**src/rtl/div_issue_ctrl.sv**
```systemverilog
// div_issue_ctrl: operand FIFO, single-issue sequencer and result holder for
// an external n-bit divider. Divide-by-zero is answered locally and a watchdog
// turns a hung divider into an error result.
module div_issue_ctrl #(
  parameter int N       = 8,
  parameter int DEPTH   = 4,
  parameter int TIMEOUT = 64
) (
  input  logic         clk,
  input  logic         reset,
  input  logic         in_valid,
  output logic         in_ready,
  input  logic [N-1:0] in_dividend,
  input  logic [N-1:0] in_divisor,
  output logic         div_start,
  output logic [N-1:0] div_dividend,
  output logic [N-1:0] div_divisor,
  input  logic         div_done,
  input  logic [N-1:0] div_quotient,
  input  logic [N-1:0] div_remainder,
  output logic         out_valid,
  input  logic         out_ready,
  output logic [N-1:0] out_quotient,
  output logic [N-1:0] out_remainder,
  output logic         out_dz,
  output logic         out_err
);

  localparam int AW = (DEPTH > 1) ? $clog2(DEPTH) : 1;
  localparam int CW = $clog2(DEPTH + 1);
  localparam int WW = $clog2(TIMEOUT + 1);

  typedef enum logic [1:0] {S_IDLE, S_ISSUE, S_WAIT, S_OUT} state_t;

  state_t r_state;
  state_t w_state_next;

  // Operand storage; read only through a registered pop so it maps to RAM.
  logic [N-1:0] r_mem_dvd [DEPTH];
  logic [N-1:0] r_mem_dvs [DEPTH];
  // Per-entry "divisor is zero" flags kept in flops so IDLE can branch on the
  // head entry in the same cycle it is popped.
  logic [DEPTH-1:0] r_zero;

  logic [AW-1:0] r_wr_ptr;
  logic [AW-1:0] r_rd_ptr;
  logic [CW-1:0] r_count;
  logic [WW-1:0] r_wd;

  logic [N-1:0] r_op_dvd;
  logic [N-1:0] r_op_dvs;
  logic [N-1:0] r_res_q;
  logic [N-1:0] r_res_r;
  logic         r_res_dz;
  logic         r_res_err;

  logic w_push;
  logic w_pop;
  logic w_head_zero;
  logic w_done_hit;
  logic w_timeout;

  // Full flag does not look at a same-cycle pop, keeping in_ready a pure flop decode.
  assign in_ready    = (r_count != CW'(DEPTH));
  assign w_push      = in_valid && in_ready;
  assign w_pop       = (r_state == S_IDLE) && (r_count != '0);
  assign w_head_zero = r_zero[r_rd_ptr];
  assign w_done_hit  = (r_state == S_WAIT) && div_done;
  assign w_timeout   = (r_state == S_WAIT) && !div_done && (r_wd == WW'(TIMEOUT - 1));

  // Operand RAM write port.
  always_ff @(posedge clk) begin
    if (w_push) begin
      r_mem_dvd[r_wr_ptr] <= in_dividend;
      r_mem_dvs[r_wr_ptr] <= in_divisor;
    end
  end

  genvar gi;
  generate
    for (gi = 0; gi < DEPTH; gi++) begin : g_zero
      // Record whether the entry being written carries a zero divisor.
      always_ff @(posedge clk) begin
        if (!reset) begin
          r_zero[gi] <= 1'b0;
        end else if (w_push && (r_wr_ptr == AW'(gi))) begin
          r_zero[gi] <= (in_divisor == '0);
        end
      end
    end
  endgenerate

  // FIFO pointers and occupancy; push and pop together leave the count alone.
  always_ff @(posedge clk) begin
    if (!reset) begin
      r_wr_ptr <= '0;
      r_rd_ptr <= '0;
      r_count  <= '0;
    end else begin
      if (w_push) r_wr_ptr <= r_wr_ptr + 1'b1;
      if (w_pop)  r_rd_ptr <= r_rd_ptr + 1'b1;
      case ({w_push, w_pop})
        2'b10:   r_count <= r_count + 1'b1;
        2'b01:   r_count <= r_count - 1'b1;
        default: r_count <= r_count;
      endcase
    end
  end

  // State register.
  always_ff @(posedge clk) begin
    if (!reset) r_state <= S_IDLE;
    else        r_state <= w_state_next;
  end

  // Next-state logic; a zero divisor skips the divider entirely.
  always_comb begin
    w_state_next = r_state;
    case (r_state)
      S_IDLE:  if (w_pop) w_state_next = w_head_zero ? S_OUT : S_ISSUE;
      S_ISSUE: w_state_next = S_WAIT;
      S_WAIT:  if (w_done_hit || w_timeout) w_state_next = S_OUT;
      S_OUT:   if (out_ready) w_state_next = S_IDLE;
      default: w_state_next = S_IDLE;
    endcase
  end

  // Moore outputs decoded from the state.
  always_comb begin
    div_start = 1'b0;
    out_valid = 1'b0;
    case (r_state)
      S_ISSUE: div_start = 1'b1;
      S_OUT:   out_valid = 1'b1;
      default: ;
    endcase
  end

  // Operand registers: loaded on pop, held until the next pop.
  always_ff @(posedge clk) begin
    if (!reset) begin
      r_op_dvd <= '0;
      r_op_dvs <= '0;
    end else if (w_pop) begin
      r_op_dvd <= r_mem_dvd[r_rd_ptr];
      r_op_dvs <= r_mem_dvs[r_rd_ptr];
    end
  end

  // Result registers: written by the zero trap, divider completion or timeout.
  always_ff @(posedge clk) begin
    if (!reset) begin
      r_res_q   <= '0;
      r_res_r   <= '0;
      r_res_dz  <= 1'b0;
      r_res_err <= 1'b0;
    end else if (w_pop && w_head_zero) begin
      r_res_q   <= '1;
      r_res_r   <= r_mem_dvd[r_rd_ptr];
      r_res_dz  <= 1'b1;
      r_res_err <= 1'b0;
    end else if (w_done_hit) begin
      r_res_q   <= div_quotient;
      r_res_r   <= div_remainder;
      r_res_dz  <= 1'b0;
      r_res_err <= 1'b0;
    end else if (w_timeout) begin
      r_res_q   <= '0;
      r_res_r   <= '0;
      r_res_dz  <= 1'b0;
      r_res_err <= 1'b1;
    end
  end

  // Watchdog: cleared while issuing, counts every cycle spent waiting.
  always_ff @(posedge clk) begin
    if (!reset) begin
      r_wd <= '0;
    end else if (r_state == S_ISSUE) begin
      r_wd <= '0;
    end else if (r_state == S_WAIT) begin
      r_wd <= r_wd + 1'b1;
    end
  end

  assign div_dividend  = r_op_dvd;
  assign div_divisor   = r_op_dvs;
  assign out_quotient  = r_res_q;
  assign out_remainder = r_res_r;
  assign out_dz        = r_res_dz;
  assign out_err       = r_res_err;

endmodule

```
**config.mk**
```make
export PLATFORM = sky130hd
export DESIGN_NAME = div_issue_ctrl
export DESIGN_NICKNAME = d
export VERILOG_FILES = /design/src/rtl/div_issue_ctrl.sv
export SDC_FILE = /design/constraint.sdc
export NUM_CORES = 1
export LEC_CHECK = 0
export ABC_AREA = 1
export BUFFER_PORTS_ARGS = -buffer_cell sky130_fd_sc_hd__buf_2
export CORE_MARGIN = 2
export CORE_UTILIZATION = 50
export DETAILED_ROUTE_END_ITERATION = 8
export GPL_TIMING_DRIVEN = 0
export PLACE_DENSITY = 0.77
export SLEW_MARGIN = 20
export SYNTH_ARGS = -nofsm -noshare
export SYNTH_HDL_FRONTEND = slang
export SYNTH_SLANG_ARGS = --single-unit
```
**constraint.sdc**
```tcl
create_clock -name clk -period 6.74 [get_ports clk]
set_input_delay 0.337 -clock clk [delete_from_list [all_inputs] [get_ports clk]]
set_output_delay 0.337 -clock clk [all_outputs]
set_load 0.02 [all_outputs]
```
==> impl_metrics.tcl <==
set metrics [dict create \
    report.final.slew_viol_count 0 \
    clock-sinks 120 \
    cts_setup_buffers 0 \
    avgRoutedWirePerCell_um 15.1 \
    start_kind "register" \
    crit_type "register to register" \
    rr_worst_depth 12 \
    p_int_mw 1.70 \
    dp_hpwl_um 8300 \
    post-route-min-period_ns 2.76 \
    worst_slew_pin_slew_ns 0.797 \
    fin_worst_skew_ns 0.00768 \
    antenna_found_initial 0 \
    syn_avg_cell_area_um2 8.95 \
    grt_pass1_wl_um 19700 \
    via_per_inst 5.10 \
    rrSetupSlack_ns 3.98 \
    slew_headroom_pct 46.8 \
    wl_um 12400 \
    cts_buffers 17 \
    pre_cts_slack_ns 4.01 \
    cts_root_buf "clkbuf_8" \
    clockPowerShare_pct 33.0 \
    cp-startpoint "r_state[1]$_SDFFE_PN0P_" \
    vias 4190 \
    die-area_mm2 0.0112 \
    maxCapViolations 0 \
    holdWs_ns 0.0364 \
    fin_crit_sh_pct 41.0 \
    ys_seq_area_share_pct 58.8 \
    fp.dieW_um 106 \
    required_ns 7.14 \
    die_h_um 106 \
    port_buffers 72 \
    overflow 0 \
    rsz0062_at_grt "false" \
    syn_nets 626 \
    hold_buffers 0 \
    setup_viol 0 \
    grtUsageTotal_pct 22.9 \
    synth_cells 578 \
    antenna_left 0 \
    grt_max_degree 18 \
    fin_nets 720 \
    synth.yosys.warnings 0 \
    nFillCells 850 \
    clock_latency_ns 0.52 \
    finalHoldViolCount 0 \
    p_per_area_mw_per_mm2 421 \
    firstDrtPassIters 5 \
    peakVddDrop_uv 215 \
    htree_levels 4 \
    worstPathArrival_ns 3.17 \
    cts_tree "done" \
    endpoint "r_count[2]$_SDFFE_PN0P_" \
    area_delta_synth_final_pct 22.4 \
    post_cts_resized 0 \
    worst_setup_path_end_kind "register" \
    start_util_pct 50.8 \
    clk_pin_slew_ns 0.06 \
    worstHoldPathType "input pin to register" \
    swShare_pct 36.1 \
    r2r_start "r_state[1]$_SDFFE_PN0P_" \
    p_leak_nw 2.90 \
    num_antenna_cells 0 \
    globalplace.congestion 0.777 \
    synthesis.area_mm2 0.00517 \
    status "finished clean" \
    core_region_area_mm2 0.0102 \
    rows 37 \
    p_switching_uw 963 \
    drive_gt1_share_pct 20.3 \
    fin_tns_setup_ns 0 \
    grt_pass1_vias 4080 \
    io_pins 74 \
    cts_buffer_depth 2 \
    combPwrFrac_pct 30.9 \
    drc 0 \
    setup_ws_ns 3.98 \
    p_seq_share_pct 36.1 \
    ys_ff_latch 120 \
    synth_cell_types 26 \
    drt-initial-drc-count 340 \
    r2r-end "r_count[2]$_SDFFE_PN0P_" \
    fmax_mhz 362 \
    crit_path_max_fanout 10 \
]
-- metal layers --
| metal | global-route usage (%) | share of wire, % | vias to the layer above |
|---|---|---|---|
| li1 | - | - | 2050 |
| met2 | 38.6 | 51 | 163 |
| met5 | 0 | 0 | - |
| met1 | 28.2 | 41 | 1955 |
| met3 | 5.63 | 6.6 | 22 |
| met4 | 9.12 | 1.7 | 0 |
-- worst max-delay path: stages (launching register included) --
cell and delay (ns):
dfxtp_1 0.33, inv_1 0.11, ha_1 0.22, inv_2 0.08
a21oi_4 0.21, clkbuf_1 0.53, ha_1 0.26, inv_1 0.07
fa_1 0.38, a21oi_1 0.14, o21ai_0 0.12, o21ai_0 0.16
a21oi_1 0.05
-- layout make-up --
cell class | count | area, um2 | share of cell area (%)
sequential | 120 | 3040 | 48.1
clock inverter | 14 | 148 | 2.33
buffer | 23 | 135 | 2.13
clock buffer | 18 | 428 | 6.76
timing repair buffer | 75 | 405 | 6.40
tap | 136 | 170 | 2.69
multi-input combinational | 347 | 1670 | 26.4
inverter | 88 | 330 | 5.22
-- worst min path at each step --
stage / from / end / slack [ns] / cells after the start
6_report: in_dividend[2] / r_mem_dvd[2][2]$_DFFE_PP_ / 0.04 / 1
5_1_grt: in_dividend[1] / r_mem_dvd[1][1]$_DFFE_PP_ / 0.04 / 1
4_1_cts: in_dividend[2] / r_mem_dvd[2][2]$_DFFE_PP_ / 0.03 / 1
3_5_place_dp: out_err$_SDFFE_PP0P_ / out_err$_SDFFE_PP0P_ / 0.45 / 2
3_3_place_gp: out_err$_SDFFE_PP0P_ / out_err$_SDFFE_PP0P_ / 0.44 / 2
2_1_floorplan: in_dividend[0] / r_mem_dvd[0][0]$_DFFE_PP_ / 0.44 / 0
-- power groups by stage --
stage	logic [mW]	clock network (mW)	registers, mW
2_1_floorplan	0.486	0	1.04
3_3_place_gp	0.765	0	0.973
3_5_place_dp	0.807	0	0.975
4_1_cts	0.818	0.883	0.962
5_1_grt	0.914	0.920	0.975
6_report	0.823	0.880	0.963
-- metrics by stage --
stage / total power [mW] / std cells / area, um2 / util (%)
3_3_place_gp: 1.74 / 786 / 5700 / 56.0
2_1_floorplan: 1.53 / 578 / 5170 / -
4_1_cts: 2.66 / 821 / 6330 / 62.2
3_5_place_dp: 1.78 / 789 / 5760 / 56.5
6_report: 2.67 / 821 / 6330 / 62.2
5_1_grt: 2.81 / 821 / 6330 / 62.2
-- cells in the mapped netlist (all sizes together) --
cell type / n / area (um2)
fa: 1 / 20.0
ha: 10 / 125
clkbuf: 9 / 33.8
a31oi: 15 / 93.8
clkinv: 1 / 3.75
nor4: 1 / 6.26
o21ai: 57 / 285
inv: 87 / 327
buf: 14 / 101
a21oi: 25 / 136
nand2: 117 / 457
dfxtp: 56 / 1120
edfxtp: 64 / 1920
nor2: 83 / 324
nand3: 38 / 218
-- state kept, by name (all words and copies together) (netlist names), named ones only --
register	cells
div_dividend	8
div_divisor	8
out_dz	1
out_err	1
out_quotient	8
out_remainder	8
r_count	3
r_mem_dvd	32
r_mem_dvs	32
r_rd_ptr	2
r_state	2
r_wd	7
r_wr_ptr	2
r_zero	4
-- cells in the final DEF (no fill, tap or decap), types with 9 or more instances in the layout --
master / count
dfxtp_1: 56
clkbuf_16: 16
inv_1: 84
a31oi_1: 15
a21oi_1: 24
clkbuf_1: 9
edfxtp_1: 64
nor2_1: 77
ha_1: 10
nand2_1: 112
buf_2: 78
o21ai_0: 51
nand3_1: 34
-- cells by family (layout without fill, tap and decap cells) --
family,after synthesis,count (layout),synth area share [%]
AND/OR/NAND/NOR,239,239,19.4
buffers and inverters,111,218,9.00
adder cells (fa/ha/maj),11,11,2.81
flip-flops,120,120,58.8
AO/OA/AOI/OAI,97,97,9.96
Note: power is estimated with default switching activity, not from simulation.
